<file path="config.mk">
export PLATFORM = sky130hd
export DESIGN_NAME = switch_arbiter_rr_lock
export DESIGN_NICKNAME = d
export VERILOG_FILES = /design/src/rtl/packet_pkg.sv /design/src/rtl/switch_arbiter_rr_lock_rr_pick.sv /design/src/rtl/switch_arbiter_rr_lock.sv
export SDC_FILE = /design/constraint.sdc
export NUM_CORES = 1
export LEC_CHECK = 0
export BUFFER_PORTS_ARGS = -buffer_cell sky130_fd_sc_hd__buf_2
export CAP_MARGIN = 25
export CELL_PAD_IN_SITES_DETAIL_PLACEMENT = 1
export CELL_PAD_IN_SITES_GLOBAL_PLACEMENT = 1
export CORE_MARGIN = 5
export CORE_UTILIZATION = 50
export DETAILED_ROUTE_END_ITERATION = 6
export GPL_TIMING_DRIVEN = 0
export PLACE_DENSITY_LB_ADDON = 0.12
export SLEW_MARGIN = 20
export SYNTH_ARGS = -nofsm -noshare
export SYNTH_HDL_FRONTEND = slang
export SYNTH_HIERARCHICAL = 1
export SYNTH_SLANG_ARGS = --single-unit
</file>
<file path="constraint.sdc">
create_clock -name clk -period 14.05 [get_ports clk]
set_clock_uncertainty 0.05 [all_clocks]
set_input_delay 2.81 -clock clk [delete_from_list [all_inputs] [get_ports clk]]
set_output_delay 2.81 -clock clk [all_outputs]
set_load 0.02 [all_outputs]
</file>
<file path="src/rtl/packet_pkg.sv">
// Shared packet-switch types: port index and port mask at the default port count.
package packet_pkg;
    localparam int NUM_PORTS_DEF = 4;
    localparam int SEL_W_DEF     = $clog2(NUM_PORTS_DEF);

    typedef logic [SEL_W_DEF-1:0]     port_idx_t;
    typedef logic [NUM_PORTS_DEF-1:0] port_mask_t;
endpackage

</file>
<file path="src/rtl/switch_arbiter_rr_lock_rr_pick.sv">
// Combinational round-robin picker: one-hot winner among i_req, searching upward from i_ptr.
module rr_pick #(
    parameter int N  = 4,
    parameter int SW = $clog2(N)
) (
    input  logic [N-1:0]  i_req,
    input  logic [SW-1:0] i_ptr,
    output logic [N-1:0]  o_win
);
    always_comb begin
        logic          found;
        logic [SW-1:0] idx;
        o_win = '0;
        found = 1'b0;
        idx   = '0;
        for (int k = 0; k < N; k++) begin
            idx = SW'((int'(i_ptr) + k) % N);
            if (!found && i_req[idx]) begin
                o_win[idx] = 1'b1;
                found      = 1'b1;
            end
        end
    end
endmodule

</file>
<file path="src/rtl/switch_arbiter_rr_lock.sv">
// Crossbar arbiter: per-output round-robin, all-or-nothing multicast grants, locks held until eop,
// and a single starvation reservation that keeps other inputs off the starved input's outputs.
module switch_arbiter_rr_lock
    import packet_pkg::*;
#(
    parameter int  NUM_PORTS    = NUM_PORTS_DEF,
    parameter int  STARVE_LIMIT = 16,
    localparam int SEL_W        = $clog2(NUM_PORTS),
    localparam int CNT_W        = $clog2(STARVE_LIMIT + 1)
) (
    input  logic                           clk,
    input  logic                           rst,
    input  logic [NUM_PORTS*NUM_PORTS-1:0] req_dst,
    input  logic [NUM_PORTS-1:0]           eop,
    output logic [NUM_PORTS-1:0]           grant,
    output logic [NUM_PORTS*SEL_W-1:0]     mux_sel,
    output logic [NUM_PORTS-1:0]           active,
    output logic [NUM_PORTS-1:0]           starved
);
    logic [SEL_W-1:0]     r_owner [NUM_PORTS];
    logic [SEL_W-1:0]     r_ptr   [NUM_PORTS];
    logic [CNT_W-1:0]     r_wait  [NUM_PORTS];
    logic [NUM_PORTS-1:0] r_active;
    logic                 r_resv_vld;
    logic [SEL_W-1:0]     r_resv_idx;

    logic [NUM_PORTS-1:0] w_mask [NUM_PORTS];
    logic [NUM_PORTS-1:0] w_cand [NUM_PORTS];
    logic [NUM_PORTS-1:0] w_win  [NUM_PORTS];
    logic [NUM_PORTS-1:0] w_busy;
    logic [NUM_PORTS-1:0] w_grant;
    logic [NUM_PORTS-1:0] w_starved;
    logic [NUM_PORTS-1:0] w_resv_sel;

    assign w_resv_sel = NUM_PORTS'(1) << r_resv_idx;

    always_comb begin
        w_busy = '0;
        for (int i = 0; i < NUM_PORTS; i++) begin
            w_mask[i] = req_dst[i*NUM_PORTS +: NUM_PORTS];
            if (r_active[i]) w_busy[r_owner[i]] = 1'b1;
        end
    end

    // Candidates per output: free outputs only, idle requesters only, narrowed to the reserved input.
    always_comb begin
        for (int j = 0; j < NUM_PORTS; j++) begin
            w_cand[j] = '0;
            for (int i = 0; i < NUM_PORTS; i++)
                w_cand[j][i] = w_mask[i][j] & ~w_busy[i] & ~r_active[j];
            if (r_resv_vld && w_mask[r_resv_idx][j])
                w_cand[j] = w_cand[j] & w_resv_sel;
        end
    end

    for (genvar j = 0; j < NUM_PORTS; j++) begin : g_pick
        rr_pick #(.N(NUM_PORTS), .SW(SEL_W)) u_pick (
            .i_req (w_cand[j]),
            .i_ptr (r_ptr[j]),
            .o_win (w_win[j])
        );
        assign mux_sel[j*SEL_W +: SEL_W] = r_owner[j];
    end

    always_comb begin
        w_grant = '0;
        for (int i = 0; i < NUM_PORTS; i++) begin
            w_grant[i] = (w_mask[i] != '0) & ~w_busy[i];
            for (int j = 0; j < NUM_PORTS; j++)
                if (w_mask[i][j] && !w_win[j][i]) w_grant[i] = 1'b0;
        end
    end

    always_comb begin
        for (int i = 0; i < NUM_PORTS; i++)
            w_starved[i] = (r_wait[i] == CNT_W'(STARVE_LIMIT));
    end

    // Release on eop is applied before new locks; grants only ever target outputs that were free.
    always_ff @(posedge clk) begin
        if (rst) begin
            r_active <= '0;
            for (int j = 0; j < NUM_PORTS; j++) r_owner[j] <= '0;
        end else begin
            for (int j = 0; j < NUM_PORTS; j++) begin
                if (r_active[j] && eop[r_owner[j]]) begin
                    r_active[j] <= 1'b0;
                    r_owner[j]  <= '0;
                end
                for (int i = 0; i < NUM_PORTS; i++) begin
                    if (w_grant[i] && w_mask[i][j]) begin
                        r_active[j] <= 1'b1;
                        r_owner[j]  <= SEL_W'(i);
                    end
                end
            end
        end
    end

    always_ff @(posedge clk) begin
        if (rst) begin
            for (int j = 0; j < NUM_PORTS; j++) r_ptr[j] <= '0;
        end else begin
            for (int i = 0; i < NUM_PORTS; i++)
                for (int j = 0; j < NUM_PORTS; j++)
                    if (w_grant[i] && w_mask[i][j]) r_ptr[j] <= SEL_W'((i + 1) % NUM_PORTS);
        end
    end

    always_ff @(posedge clk) begin
        if (rst) begin
            for (int i = 0; i < NUM_PORTS; i++) r_wait[i] <= '0;
        end else begin
            for (int i = 0; i < NUM_PORTS; i++) begin
                if (!w_busy[i]) begin
                    if (w_grant[i] || w_mask[i] == '0)
                        r_wait[i] <= '0;
                    else if (!w_starved[i])
                        r_wait[i] <= r_wait[i] + CNT_W'(1);
                end
            end
        end
    end

    // Descending scan so the lowest-index starved input ends up holding the reservation.
    always_ff @(posedge clk) begin
        if (rst) begin
            r_resv_vld <= 1'b0;
            r_resv_idx <= '0;
        end else if (r_resv_vld) begin
            if (w_grant[r_resv_idx] || w_mask[r_resv_idx] == '0)
                r_resv_vld <= 1'b0;
        end else begin
            for (int i = NUM_PORTS - 1; i >= 0; i--) begin
                if (w_starved[i]) begin
                    r_resv_vld <= 1'b1;
                    r_resv_idx <= SEL_W'(i);
                end
            end
        end
    end

    assign grant   = w_grant;
    assign active  = r_active;
    assign starved = w_starved;
endmodule

</file>
# Yosys cells after proc, flatten, opt, wreduce, memory -nomap -nowiden
# Memories as Yosys holds them, arrays and structs flattened.
# Index checks and enable logic that the tools add are counted.
# classes
n_addsub	16
order_cmp	42
n_eq_ne	4
shift	1
muxes	309
n_bitwise	109
reduce_logical	120
# ops
op	n
1-bit two-way mux	193
4-bit two-way mux	26
2-bit two-way mux	40
1-bit logical AND	72
2-bit by 3-bit less-than comparator with 1-bit output (second input constant)	21
4-bit bitwise OR	15
1-bit bitwise OR	44
1-bit binary-select mux with 2-bit select	21
1-bit demux with 2-bit select	20
2-bit by 1-bit >= comparator with 1-bit output (second input constant)	20
5-bit two-way mux	8
1-bit bitwise AND	36
1-bit logical NOT	28
5-bit by 1-bit adder with 5-bit output (second input constant)	4
5-bit equality test (second input constant)	4
4-bit logical NOT	5
4-bit nonzero test	5
5-bit nonzero test	4
2-bit adder (second input constant)	8
4-bit bitwise AND	4
1-bit inverter	9
2-bit by 1-bit adder with 2-bit output (second input constant)	4
4-bit binary-select mux with 2-bit select	1
1-bit logical OR	5
4 further kinds	4
# word_totals
reg_bits	7
mem_bits_rw	36
mem_count	3
# memory_table
memory	depth	width	rd	rd_ports_with_merged_regs	wr	line_no	rtl
r_wait	4	5	4	0	4	switch_arbiter_rr_lock.sv:22	logic [CNT_W-1:0] r_wait [NUM_PORTS];
r_owner	4	2	4	0	4	switch_arbiter_rr_lock.sv:20	logic [SEL_W-1:0] r_owner [NUM_PORTS];
r_ptr	4	2	4	0	4	switch_arbiter_rr_lock.sv:21	logic [SEL_W-1:0] r_ptr [NUM_PORTS];

# Longest topological paths before layout
# logic_depth
word_depth	42
ltp_mapped	17
ltp_nobuf	13

# Hierarchy
# Netlist, hierarchy kept.
# modules_own_cells
module	n_inst	cells_per_inst	area_each_um2
switch_arbiter_rr_lock	1	334	3206.8
rr_pick at g_pick[0].u_pick ...	3	30	302.8
rr_pick at g_pick[3].u_pick	1	36	337.8

# Least setup slack after synthesis
# No wires, ideal clock.
# synth_path
path_kind	input to output
from	input req_dst[13]
to	output grant[0]
arrival_ns	5.824
t_required_ns	11.190
setup_slack_ns	5.366
path_stages	10
n_path_buf	0
cell_sequence	mux4_2 and2_1 a2111oi_0 mux4_2 nor3b_2 a221o_1 inv_1 a2111oi_4 nand2_1 nor2_1
# synth_rtl
element	line_no	rtl
start, declared	switch_arbiter_rr_lock.sv:13	input logic [NUM_PORTS*NUM_PORTS-1:0] req_dst,
end, declared	switch_arbiter_rr_lock.sv:15	output logic [NUM_PORTS-1:0] grant,

==> out/results.ini <==
[clocking]
path_clk_slew_ns = 0.09
cts_buffers = 5
cts_hold_buffers = 0
postCtsSetupBuffers = 0
cts_tree = built
clk_latency_ns = 0.31
cts.htree.levels = 2
cts_resized = 0
cts.sinks = 43
cts.path.max_buffers = 2
clock-root-buffer = clkbuf_8

[pwr]
pwr-share-comb_pct = 69.7
peakVddDrop_uv = 127
cellLeakagePower_nw = 1.87
p_sw_mw = 0.598
p_per_area_mw_per_mm2 = 243
p_int_mw = 0.587
clock_power_share_pct = 6.9
seqPwrFrac_pct = 23.4
total_power_mw = 1.19
switching_share_pct = 50.5

[grt]
grt_busiest_layer = met2
grt.overflow.total = 0
met3_usage_pct = 4.22
use_met2_pct = 41.5
grt_max_degree = 14
grt_pass1_vias = 4143
grt_usage_pct = 24.6
grt_pass1_wl_um = 21800
grt_util_met1_pct = 32.4
antenna_found_initial = 0

[routing]
routed_via_density = 6.56
drt_iter0_drc = 226
wire_per_inst_um = 21.5
vias = 4045
drt_first_pass_iters = 4
ant_nets = 0
wl_um = 13300
drc = 0

[timing]
fin_crit_sh_pct = 67.9
rsz0062_at_grt = false
setup_tns_ns = 0
fmaxAchievable_mhz = 105
timing.final.ws_setup_ns = 4.50
hold_viol = 0
drv_slew = 0
slew_headroom_pct = 37.8
timing.final.crit_period_ns = 9.55
tightest_slew_ns = 0.925
finalSetupViolations = 0
holdWs_ns = 0.574

[placed_design]
port_buffers = 40
placed_cells = 608
dp_slack_ns = 4.63
hpwl_um = 10700
place.gp.congestion = 0.928

[min_path]
holdPathEnd = r_ptr[3][1]
min_from = r_ptr[3][1]
hold_class = reg2reg
hold_depth = 2

[synthesis]
synthArstFlopShare_pct = 0
synth_cell_types = 69
syn_area_mm2 = 0.00445
yosysMostFrequentCell = nand2_1
synth-seq-area-share_pct = 26.1
synth_nets = 514
synth_area_leader_cell = edfxtp_1
synth_cells = 460
yosysTopAreaCellShare_pct = 20.2
synth_edf_count = 30
syn_avg_cell_area_um2 = 9.68
synth.top_cells.by_count = 52 x nand2_1, 38 x inv_1, 32 x ha_1, 32 x nor2_1, 30 x edfxtp_1
synth_ff_type = edfxtp_1
ys_warn_count = 6
synth_seq_cells = 43
ys_top_cells_by_area = edfxtp_1 20%, mux4_2 9.6%, ha_1 9.0%

[worst_setup_path]
critPathCaptureType = output port
cp.required_ns = 11.19
setup.worst_path.start_class = primary input
cp_max_fo = 6
r2r_cells = 13
cp.arrival_ns = 6.69
crit_type = in2out
reg2reg_to = r_wait[1][0]
regToRegStartpoint = r_resv_idx[1]
r2r_slack_ns = 9.18

[status]
status = finished clean

[floorplan]
die_y_um = 104
die_w_um = 104
initial_core_util_pct = 51.1
die-area_mm2 = 0.0109
num_rows = 34
core_area_mm2 = 0.00872
ios = 42

[finish]
syn2layout_area_growth_pct = 9.55
drive_above_1_share_pct = 21.8
layout.nets = 562
antennaDiodeCount = 0
fin_cells = 617

[job]
drv_cap = 0

-- logic make-up after synthesis --
family	after synthesis	synth area share, %
compound gates	99	18.0
buf+inv	54	5.54
mux	24	12.6
simple gates	196	26.4
xor+xnor	12	2.36
flops	43	26.1
fa+ha+maj	32	8.99
-- how the worst max path moves through the flow --
stage,depth (start not counted),from,to
floorplan,10,req_dst[13],grant[0]
global placement,12,req_dst[13],grant[0]
detailed placement,12,req_dst[13],grant[2]
CTS,12,req_dst[13],grant[2]
global route,12,req_dst[13],grant[2]
finish,12,req_dst[13],grant[2]
-- metrics by stage --
stage | util, % | cell area [µm²]
after floorplan | - | 4450
after global routing | 55.9 | 4880
after CTS | 55.9 | 4870
final | 55.9 | 4880
after detailed placement | 54.9 | 4790
after global placement | 54.9 | 4790
-- power by group through the flow --
| stage | Sequential [mW] | Combinational, mW | Clock (mW) |
|---|---|---|---|
| detailed placement | 0.281 | 0.815 | 0 |
| global route | 0.290 | 0.895 | 0.0893 |
| floorplan | 0.278 | 0.608 | 0 |
| global placement | 0.278 | 0.781 | 0 |
| CTS | 0.279 | 0.820 | 0.0833 |
| finish | 0.278 | 0.826 | 0.0819 |
-- worst max-delay path: stages --
cell,delay [ns]
buf_2,0.14
mux4_2,0.48
and2_1,0.22
a2111oi_0,0.73
mux4_2,0.45
nor3b_2,0.33
a221o_1,0.29
nor2b_4,0.06
a2111oi_4,0.60
nand2_1,0.22
nor2_1,0.17
buf_2,0.18
-- metal layers --
metal | vias to the layer above | wire length, µm
met3 | 32 | 857
met2 | 138 | 6580
li1 | 1845 | -
met4 | 0 | 268
met5 | - | 0
met1 | 2030 | 5550
-- sequential cells by signal, indices dropped and copies added (netlist names) --
signal,cells
active,4
r_owner,8
r_ptr,8
r_resv_idx,2
r_resv_vld,1
r_wait,20
-- layout by cell type, fill, tap and decap left out, drive strengths merged, types with 9 or more instances in the layout --
cell type,instances
inv,38
a221o,12
a21oi,22
nand3,30
nand2,52
o21ai,12
dfxtp,13
edfxtp,30
mux4,24
a211oi,9
nand3b,14
nor2,33
buf,49
nor3,10
ha,32
nor4,9
nand2b,11
clkbuf,14
-- area by class of cell --
type | count | area, µm²
multi-input combinational | 363 | 3050
fill | 1014 | 3840
buffer | 16 | 104
timing repair buffer | 41 | 205
inverter | 38 | 143
clock buffer | 6 | 72.6
tap | 108 | 135
sequential | 43 | 1160
clock inverter | 2 | 12.5
Power figures use the tool's default switching activity.
